`config.mk`:
```
export PLATFORM = sky130hd
export DESIGN_NAME = serialadder
export DESIGN_NICKNAME = d
export VERILOG_FILES = /design/src/rtl/serialadder_pkg.sv /design/src/rtl/serialadder_fa.sv /design/src/rtl/serialadder.sv
export SDC_FILE = /design/constraint.sdc
export NUM_CORES = 1
export LEC_CHECK = 0
export ABC_CLOCK_PERIOD_IN_PS = 2350
export BUFFER_PORTS_ARGS = -buffer_cell sky130_fd_sc_hd__buf_4
export CORE_ASPECT_RATIO = 0.75
export CORE_MARGIN = 4
export CORE_UTILIZATION = 40
export CTS_CLUSTER_SIZE = 14
export DETAILED_ROUTE_END_ITERATION = 8
export PLACE_DENSITY = 0.65
export SKIP_LAST_GASP = 1
export SYNTH_ARGS = -nofsm -noshare
export SYNTH_HDL_FRONTEND = slang
export SYNTH_SLANG_ARGS = --single-unit
```
`constraint.sdc`:
```
create_clock -name clk -period 2.35 [get_ports clk]
set_input_delay 0.235 -clock clk [delete_from_list [all_inputs] [get_ports clk]]
set_output_delay 0.235 -clock clk [all_outputs]
set_load 0.05 [all_outputs]
```
`src/rtl/serialadder_pkg.sv`:
```
// Shared types and constants for the bit-serial adder.
// Holds the FSM state encoding and width helpers used by the top level.
package serialadder_pkg;

    typedef enum logic [1:0] {
        IDLE = 2'd0,
        ADD  = 2'd1,
        DONE = 2'd2
    } state_e;

    localparam int unsigned DEFAULT_WIDTH = 8;

    // Counter must be able to hold the value WIDTH itself.
    function automatic int unsigned cnt_width(input int unsigned w);
        return $clog2(w) + 1;
    endfunction

    localparam int unsigned DEFAULT_CNT_W = cnt_width(DEFAULT_WIDTH);

endpackage

```
`src/rtl/serialadder_fa.sv`:
```
// One-bit full adder used as the serial adder's datapath core.
module serialadder_fa (
    input  logic a,
    input  logic b,
    input  logic ci,
    output logic s,
    output logic co
);

    assign s  = a ^ b ^ ci;
    assign co = (a & b) | (ci & (a ^ b));

endmodule

```
`src/rtl/serialadder.sv`:
```
// Bit-serial adder: loads two operands, adds one bit per enabled cycle LSB first,
// and publishes the full sum and carry only when all WIDTH bits are done.
module serialadder
    import serialadder_pkg::*;
#(
    parameter int unsigned WIDTH = DEFAULT_WIDTH
) (
    input  logic             clk,
    input  logic             rst,
    input  logic             pload,
    input  logic [WIDTH-1:0] adata,
    input  logic [WIDTH-1:0] bdata,
    input  logic             enable,
    output logic [WIDTH-1:0] pout,
    output logic             done,
    output logic             cout
);

    localparam int unsigned CNT_W = cnt_width(WIDTH);

    state_e           state_q, state_d;
    logic [WIDTH-1:0] a_q, a_d;
    logic [WIDTH-1:0] b_q, b_d;
    logic [WIDTH-1:0] sum_q, sum_d;
    logic [WIDTH-1:0] pout_q, pout_d;
    logic             carry_q, carry_d;
    logic             cout_q, cout_d;
    logic             done_q, done_d;
    logic [CNT_W-1:0] cnt_q, cnt_d;

    logic             fa_s;
    logic             fa_co;
    logic [WIDTH-1:0] sum_shift;

    serialadder_fa u_fa (
        .a  (a_q[0]),
        .b  (b_q[0]),
        .ci (carry_q),
        .s  (fa_s),
        .co (fa_co)
    );

    // New sum bit enters at the MSB so after WIDTH shifts bit 0 is the LSB.
    assign sum_shift = {fa_s, sum_q[WIDTH-1:1]};

    always_comb begin
        state_d = state_q;
        a_d     = a_q;
        b_d     = b_q;
        sum_d   = sum_q;
        carry_d = carry_q;
        cnt_d   = cnt_q;
        pout_d  = pout_q;
        cout_d  = cout_q;
        done_d  = done_q;

        if (pload) begin
            a_d     = adata;
            b_d     = bdata;
            sum_d   = '0;
            carry_d = 1'b0;
            cnt_d   = '0;
            done_d  = 1'b0;
            state_d = ADD;
        end else begin
            unique case (state_q)
                ADD: begin
                    if (enable) begin
                        a_d     = a_q >> 1;
                        b_d     = b_q >> 1;
                        sum_d   = sum_shift;
                        carry_d = fa_co;
                        cnt_d   = cnt_q + 1'b1;
                        if (cnt_q == CNT_W'(WIDTH - 1)) begin
                            pout_d  = sum_shift;
                            cout_d  = fa_co;
                            done_d  = 1'b1;
                            state_d = DONE;
                        end
                    end
                end
                IDLE, DONE: begin
                    // enable is ignored; everything holds until pload or reset.
                end
                default: begin
                    state_d = IDLE;
                end
            endcase
        end
    end

    always_ff @(posedge clk or negedge rst) begin
        if (!rst) begin
            state_q <= IDLE;
            a_q     <= '0;
            b_q     <= '0;
            sum_q   <= '0;
            carry_q <= 1'b0;
            cnt_q   <= '0;
            pout_q  <= '0;
            cout_q  <= 1'b0;
            done_q  <= 1'b0;
        end else begin
            state_q <= state_d;
            a_q     <= a_d;
            b_q     <= b_d;
            sum_q   <= sum_d;
            carry_q <= carry_d;
            cnt_q   <= cnt_d;
            pout_q  <= pout_d;
            cout_q  <= cout_d;
            done_q  <= done_d;
        end
    end

    assign pout = pout_q;
    assign cout = cout_q;
    assign done = done_q;

endmodule

```
=== After elaboration in Yosys (flattened, before gate mapping) ===
Index checks and enable logic that the tools add are counted.

* Flip-flop bits (word level): 41
* Bits in latches: 0
* Input bits: 20
* ROM bits: 0
* Word-level logic and storage cells: 54
* Memory bits (writable): 0
* Memories kept: 0

* Multiply operators: 0
* Shift operators: 0
* $add $sub $neg: 1
* Reductions and logical operators: 9
* Bitwise operators: 6
* Divide/modulo/power cells: 0
* Muxes and demuxes: 23
* Eq/ne operators: 6
* $lt $le $gt $ge: 0

{| class="wikitable"
|+ Operators with widths
! operator !! number
|-
| $mux 8 || 9
|-
| $mux 4 || 3
|-
| $mux 1 || 7
|-
| $mux 2 || 3
|-
| $ne 3x3->1 const B || 2
|-
| $reduce_and 3->1 || 2
|-
| $reduce_bool 2->1 || 3
|-
| $add 4x1->4 const B || 1
|-
| $eq 4x3->1 const B || 1
|-
| $pmux 2 s2 || 1
|-
| $reduce_and 4->1 || 1
|-
| $and 1x1->1 || 2
|-
| $eq 2x1->1 const B || 1
|-
| $eq 2x2->1 const B || 1
|-
| $logic_not 2->1 || 1
|-
| $ne 2x2->1 const B || 1
|-
| $reduce_and 2->1 || 1
|-
| $reduce_or 2->1 || 1
|-
| $xor 1x1->1 || 2
|-
| $not 1->1 || 1
|-
| $or 1x1->1 || 1
|}

=== Longest topological paths before layout ===
Gate-level depths: netlist of the first run.

* Depth in word-level cells: 6
* Gate-level depth with buffers: 5
* Mapped depth without buffers: 4

=== Modules after synthesis ===
Synthesis of the first run repeated with hierarchy kept, for this count alone.

* Cells, all modules: 173
* Area, all modules: 1755.4 µm²

{| class="wikitable"
|+ Modules (own cells, without submodules)
! module !! area each (µm²) !! cells each !! times used
|-
| serialadder || 1735.4 || 172 || 1
|-
| serialadder_fa || 20.0 || 1 || 1
|}

=== Worst setup path before layout of the first run ===
No wires, ideal clock.

* Kind: register -> register
* Start point: register cnt_q[0]
* End point: register cout_q, in the netlist cout
* Slack: 922 ps
* Required time: 2225 ps
* Stages on the path, launching flop included: 5
* Data arrival time: 1304 ps
* Path through: dfrtp_1 -> ha_1 -> and4b_2 -> nand3b_4 -> mux2_2

* Word-level cells in the longest chain between the ends: 2

{| class="wikitable"
|+ Ends and longest elaborated chain
! item !! line !! RTL
|-
| from (decl) || serialadder.sv:29 || <nowiki>logic [CNT_W-1:0] cnt_q, cnt_d;</nowiki>
|-
| from (signal assigned) || serialadder.sv:109 || <nowiki>cnt_q <= cnt_d;</nowiki>
|-
| $eq 4x3->1 || serialadder.sv:74 || <nowiki>if (cnt_q == CNT_W'(WIDTH - 1)) begin</nowiki>
|-
| $reduce_and 4->1 (no source line) || n/a ||
|-
| to (signal assigned) || serialadder.sv:111 || <nowiki>cout_q <= cout_d;</nowiki>
|-
| to (decl) || serialadder.sv:27 || <nowiki>logic cout_q, cout_d;</nowiki>
|}

Every way passes these cells.
A chain may end at the register's enable or synchronous reset.

=== Final worst setup path of the first run ===
* Start point: register state_q[1]
* End point: register cnt_q[3]

* Word-level cells in the longest chain between the ends: 3

{| class="wikitable"
|+ Ends and longest elaborated chain
! item !! line !! RTL
|-
| from (decl) || serialadder.sv:21 || <nowiki>state_e state_q, state_d;</nowiki>
|-
| from (signal assigned) || serialadder.sv:104 || <nowiki>state_q <= state_d;</nowiki>
|-
| $eq 2x1->1 || serialadder.sv:66 || <nowiki>unique case (state_q)</nowiki>
|-
| $reduce_bool 2->1 (no source line) || n/a ||
|-
| $reduce_and 2->1 (no source line) || n/a ||
|}

Every way passes these cells.

==> results of run 1 <==
[report_power, final]
group	switching [mW]	internal [mW]	leakage [nW]
combinational	0.0701	0.0588	0.418
sequential	0.0213	0.722	0.512
clock	0.237	0.234	0.0510
[critical path, stage by stage, from the launching register on]
cell and delay, ns:
dfrtp_1 0.41, nand3b_1 0.49, or3_1 0.49, a21oi_1 0.16
[metrics by stage]
step                      std cells  power [mW]
after global placement          248       0.883
final                           257        1.34
after floorplan                 173       0.833
after global routing            257        1.42
after CTS                       257        1.37
after detailed placement        248       0.888
[placed cells by master (no fill, tap or decap), types with 2 or more instances in the layout]
cell,Yosys,routed
a21oi_1,41,41
dfrtp_1,40,40
nand2_1,36,36
buf_4,2,31
nor2b_1,15,15
mux2_2,9,9
clkbuf_8,0,6
o21ai_0,4,4
nor2_1,3,3
or3_1,2,2
clkinv_2,0,2
[timing repair]
item	4_1_cts	5_1_grt
hold buffers	1	0
gates resized for setup	0	0
endpoints found under the hold margin	40	0
buffers inserted	0	0
[state kept, by name (all words and copies together) (netlist names)]
| name | count |
|---|---|
| carry_q | 1 |
| done | 1 |
| b_q | 8 |
| pout | 8 |
| sum_q | 7 |
| cout | 1 |
| a_q | 8 |
| state_q | 2 |
| cnt_q | 4 |
[per-layer routing]
layer / routed length [microns] / global-route usage [%] / part of all wire (%)
met4: 27 / 4.15 / 0.84
met3: 177 / 5.26 / 5.5
met2: 1510 / 20.2 / 47
met1: 1500 / 17.7 / 47
met5: 0 / 0 / 0
[area by class of cell]
| type | count | area [sq um] |
|---|---|---|
| multi-input combinational | 121 | 696 |
| inverter | 1 | 3.75 |
| timing repair buffer | 32 | 243 |
| fill | 408 | 2020 |
| tap | 55 | 68.8 |
| sequential | 40 | 1000 |
| clock inverter | 2 | 10.0 |
| clock buffer | 6 | 82.6 |
[path summary, 6_finish.rpt]
kind | endpoint
min in group asynchronous | state_q[0]
max in group asynchronous | pout[2]
worst max register to register | cnt_q[3]
worst max-delay path | cnt_q[3]
worst min register to register | cout
worst min-delay path | a_q[7]
[logic make-up (layout without fill, tap and decap cells)]
family          count (synthesis)  after routing  synth area share (%)
buf+inv                        12             41                  3.35
flops                          40             40                  57.0
xor+xnor                        1              1                 0.499
mux                             9              9                  5.77
compound gates                 46             46                  13.3
simple gates                   63             63                  18.2
fa+ha+maj                       2              2                  1.85
==> out/qor.yml, run 1 <==
status: "finished, final reports clean"
rrSetupSlack_ns: 0.72
cp-start-kind: "flip-flop"
grt_antenna_before_repair: 0
routabilityCongestion: 0.711
ys.flop_type: "dfrtp_1"
ant_nets: 0
die_height_microns: 65.4
wire_per_inst_microns: 12.5
nets: 223
hp-class: "input pin to flip-flop"
dp_hpwl_mm: 2.13
peakVddDrop_uv: 381
fp.coreArea_sq_um: 4130
cp_data_required_time_ns: 2.56
root_buffer: "clkbuf_8"
io_pins: 30
die_x_microns: 84.5
initial_core_util_pct: 42.5
vias_per_cell: 4.92
finalHoldViolCount: 0
final_area_sq_um: 2100
holdPathStages: 3
cp-end-kind: "flip-flop"
path_class: "flip-flop to flip-flop"
reg2reg_from: "state_q[1]"
synth-edff-count: 0
ys_types: 23
crit_arrival_ns: 1.84
diodes: 0
hp-start: "adata[7]"
clock_sink_count: 40
period_share_pct: 69.5
grt_pass1_wl_mm: 5.84
worst_slack_ns: 0.716
grt_max_degree: 49
synth_area_leader_cell: "dfrtp_1"
postSynthAreaPerCell_sq_um: 10.1
crit_fanout: 17
p_leak_nw: 0.982
r2r_cells: 3
yosys-top-cells-area: "dfrtp_1 (57%), a21oi_1 (12%), nand2_1 (7.7%)"
timing.critical_path.from: "state_q[1]"
gr-usage-all-layers_pct: 13.4
cts_buffer_depth: 2
yosysWarningCount: 0
worst_pin_slew_ns: 0.577
period_minus_slack_ns: 1.63
setup_viol: 0
grt_overflow_total: 0
synth-seq-area-share_pct: 57.0
setup_tns_ns: 0
syn_inst: 173
first_global_vias: 1284
synth.most_common_cell: "a21oi_1"
via_count: 1265
dieArea_sq_um: 5520
clk-insertion-delay-late_ns: 0.29
rsz0062_at_grt: "no"
yosys_register_bits: 40
cts-buffers-inserted: 5
path_clk_slew_ns: 0.07
syn-cell-area_sq_um: 1760
h-tree-depth: 2
fin_util_pct: 51.0
fmax_ghz: 0.612
synth_top_area_share_pct: 57.0
post-route-drc-count: 0
relSlewSlack_pct: 61.4
cts_tree: "built"
area_growth_syn_to_layout_pct: 19.9
slew_viol_final: 0
powerDensity_nw_per_um2: 639
timing.hold.ws_ns: 0.153
wl_mm: 3.22
drt_iter0_markers: 121
async_flop_share_pct: 100
ys_top_cells_by_count: "a21oi_1 (41), dfrtp_1 (40), nand2_1 (36)"
drive_gt1_share_pct: 25.2
place.port_buffers: 29
placed_area_sq_um: 2000
maxCapViolCount: 0
clock_skew_ns: 0.00803
dp_slack_ns: 0.717
dr.pass1.iters: 4
fp-row-count: 20
syn_nets: 195
(Power assumes the default switching activity.)
==> run 2, diff against run 1 <==
ABC_CLOCK_PERIOD_IN_PS = 1450   (was 2350)
PLACE_DENSITY = 0.67   (was 0.65)
clock period = 1.45 ns   (was 2.35 ns; I/O delays follow)
==> out/qor.yml, run 2 (synthesized netlist as in run 1, its figures left out) <==
clock_skew_ns: 0.00615  # -0.00188 ns
reg2reg_from: "cnt_q[1]"
crit_fanout: 5  # -12
grt_pass1_wl_mm: 5.81  # -0.60%
io_pins: 30  # unchanged
p_leak_nw: 1.03  # +5.0%
finalNonFillerCells: 264  # +2.7%
worst_slack_ns: -0.000978  # -0.717 ns
violations: "negative setup slack"
rsz0062_at_grt: "yes"
r2r_end: "pout[4]"
powerDensity_nw_per_um2: 993  # +56%
holdPathStages: 3  # unchanged
layout_common_cells: "a21oi_1 (41), dfrtp_1 (40), nand2_1 (36), buf_4 (36), nor2b_1 (15)"
dp_hpwl_mm: 2.11  # -0.78%
relSlewSlack_pct: 67.0  # +5.5 points
dp_cells: 253  # +2.0%
cp-start-kind: "flip-flop"
wl_mm: 3.28  # +1.9%
first_global_vias: 1286  # +0.16%
cts-buffers-inserted: 5  # unchanged
timing.hold.ws_ns: 0.0675  # -0.0855 ns
p_sw_share_pct: 23.7  # -0.72 points
dr.pass1.iters: 4  # unchanged
grt_max_degree: 41  # -16%
h-tree-depth: 2  # unchanged
worst_pin_slew_ns: 0.495  # -0.0813 ns
clock_sink_count: 40  # unchanged
period_share_pct: 100  # +31 points
die_x_microns: 84.5  # unchanged
path_clk_slew_ns: 0.07  # about the same
routabilityCongestion: 0.712  # +0.15%
share_seq_of_total_power_pct: 54.9  # -0.4 points
diodes: 0  # unchanged
fp-row-count: 20  # unchanged
r2r_cells: 4  # +1
combPwrFrac_pct: 10.7  # +1.1 points
p_sw_mw: 0.519  # +58%
initial_core_util_pct: 42.5  # unchanged
area_growth_syn_to_layout_pct: 25.6
status: "finished with violations"
period_minus_slack_ns: 1.45  # -0.183 ns
fp.coreArea_sq_um: 4130  # unchanged
nets: 230  # +3.1%
rrSetupSlack_ns: -0.001  # -0.72 ns
vias_per_cell: 4.91  # -0.27%
clkPwrFrac_pct: 34.4  # -0.7 points
grt_antenna_before_repair: 0  # unchanged
cts_buffer_depth: 2  # unchanged
wire_per_inst_microns: 12.4  # -0.84%
gr-usage-all-layers_pct: 13.1  # -0.30 points
grt_overflow_total: 0  # unchanged
hold_path_end: "b_q[7]"
cp-end-kind: "flip-flop"
ant_nets: 0  # unchanged
dieArea_sq_um: 5520  # unchanged
post-route-drc-count: 0  # unchanged
setup_viol: 2  # +2
hp-start: "bdata[7]"
p_int_mw: 1.67  # +64%
maxCapViolCount: 0  # unchanged
place.port_buffers: 29  # unchanged
fmax_ghz: 0.689  # +13%
drive_gt1_share_pct: 27.8  # +2.5 points
via_count: 1296  # +2.5%
cp_data_required_time_ns: 1.63  # -0.93 ns
finalPower_mw: 2.19  # +63%
clk-insertion-delay-late_ns: 0.29  # about the same
cts_tree: "built"
root_buffer: "clkbuf_8"
crit_arrival_ns: 1.63  # -0.21 ns
path_class: "flip-flop to flip-flop"
drt_iter0_markers: 57  # -53%
die_height_microns: 65.4  # unchanged
peakVddDrop_uv: 633  # +66%
finalHoldViolCount: 0  # unchanged
slew_viol_final: 0  # unchanged
final_common_cell: "a21oi_1"
hp-class: "input pin to flip-flop"
==> run 2: cell types whose count changed in the layout (fill, tap and decap cells not counted), moves of 2 or more <==
cell,previous run,this run
clkinv_2,2,0
mux2_4,0,5
buf_4,31,36
mux2_2,9,4
==> run 2: cell type report <==
class                      instances  area, sq um
fill                             381         1920
sequential                        40         1000
multi-input combinational        122          737
timing repair buffer              38          300
clock buffer                       7         86.3
tap                               55         68.8
clock inverter                     1         7.51
inverter                           1         3.75
==> run 2: worst max-delay path: stages (launching register included) <==
cell      delay (ns)
dfrtp_1         0.39
ha_2            0.18
and4b_2         0.29
nand3b_4        0.14
mux2_2          0.34
==> run 2: per-stage QoR <==
| step | TNS (ns) | util (%) | cell area (sq um) | worst slack (ns) |
|---|---|---|---|---|
| 6_report | -0.00124 | 53.4 | 2200 | -0.000978 |
| 3_5_place_dp | -0.00330 | 49.7 | 2050 | -0.00330 |
| 3_3_place_gp | 0 | 49.7 | 2050 | 0.0255 |
| 4_1_cts | -0.0165 | 52.9 | 2180 | -0.0121 |
| 2_1_floorplan | 0 | - | 1760 | 0.0217 |
| 5_1_grt | -0.306 | 53.4 | 2200 | -0.0469 |
==> run 2: power by group through the flow <==
stage          Sequential (mW)  Combinational (mW)  Clock (mW)
6_report                  1.20               0.234       0.753
5_1_grt                   1.21               0.273       0.824
4_1_cts                   1.20               0.240       0.781
3_5_place_dp              1.23               0.231           0
3_3_place_gp              1.22               0.228           0
2_1_floorplan             1.22               0.130           0
==> run 2: per-layer routing <==
layer | GRT usage [%] | wire length (microns) | up-vias
met5 | 0 | 0 | -
met4 | 4.15 | 41 | 0
met3 | 3.88 | 138 | 6
met2 | 20.2 | 1450 | 20
met1 | 17.7 | 1650 | 617
li1 | - | - | 653
==> run 2: how the worst max path moves through the flow <==
| stage | slack [ns] | depth (start not counted) | to | start |
|---|---|---|---|---|
| 2_1_floorplan | 0.02 | 4 | cout | cnt_q[0] |
| 3_3_place_gp | 0.03 | 4 | cout | cnt_q[1] |
| 3_5_place_dp | -0.003 | 4 | pout[2] | cnt_q[1] |
| 4_1_cts | -0.01 | 4 | pout[2] | cnt_q[0] |
| 5_1_grt | -0.05 | 4 | pout[2] | cnt_q[1] |
| 6_report | -0.001 | 4 | pout[4] | cnt_q[1] |
==> run 2: repair_timing <==
action,in CTS,in global routing
endpoints found under the hold margin,40,0
resized for setup,1,6
hold buffers,1,0
buffers inserted,1,0
gates cloned,1,0
pin swaps,0,1
setup endpoints to repair,9,9
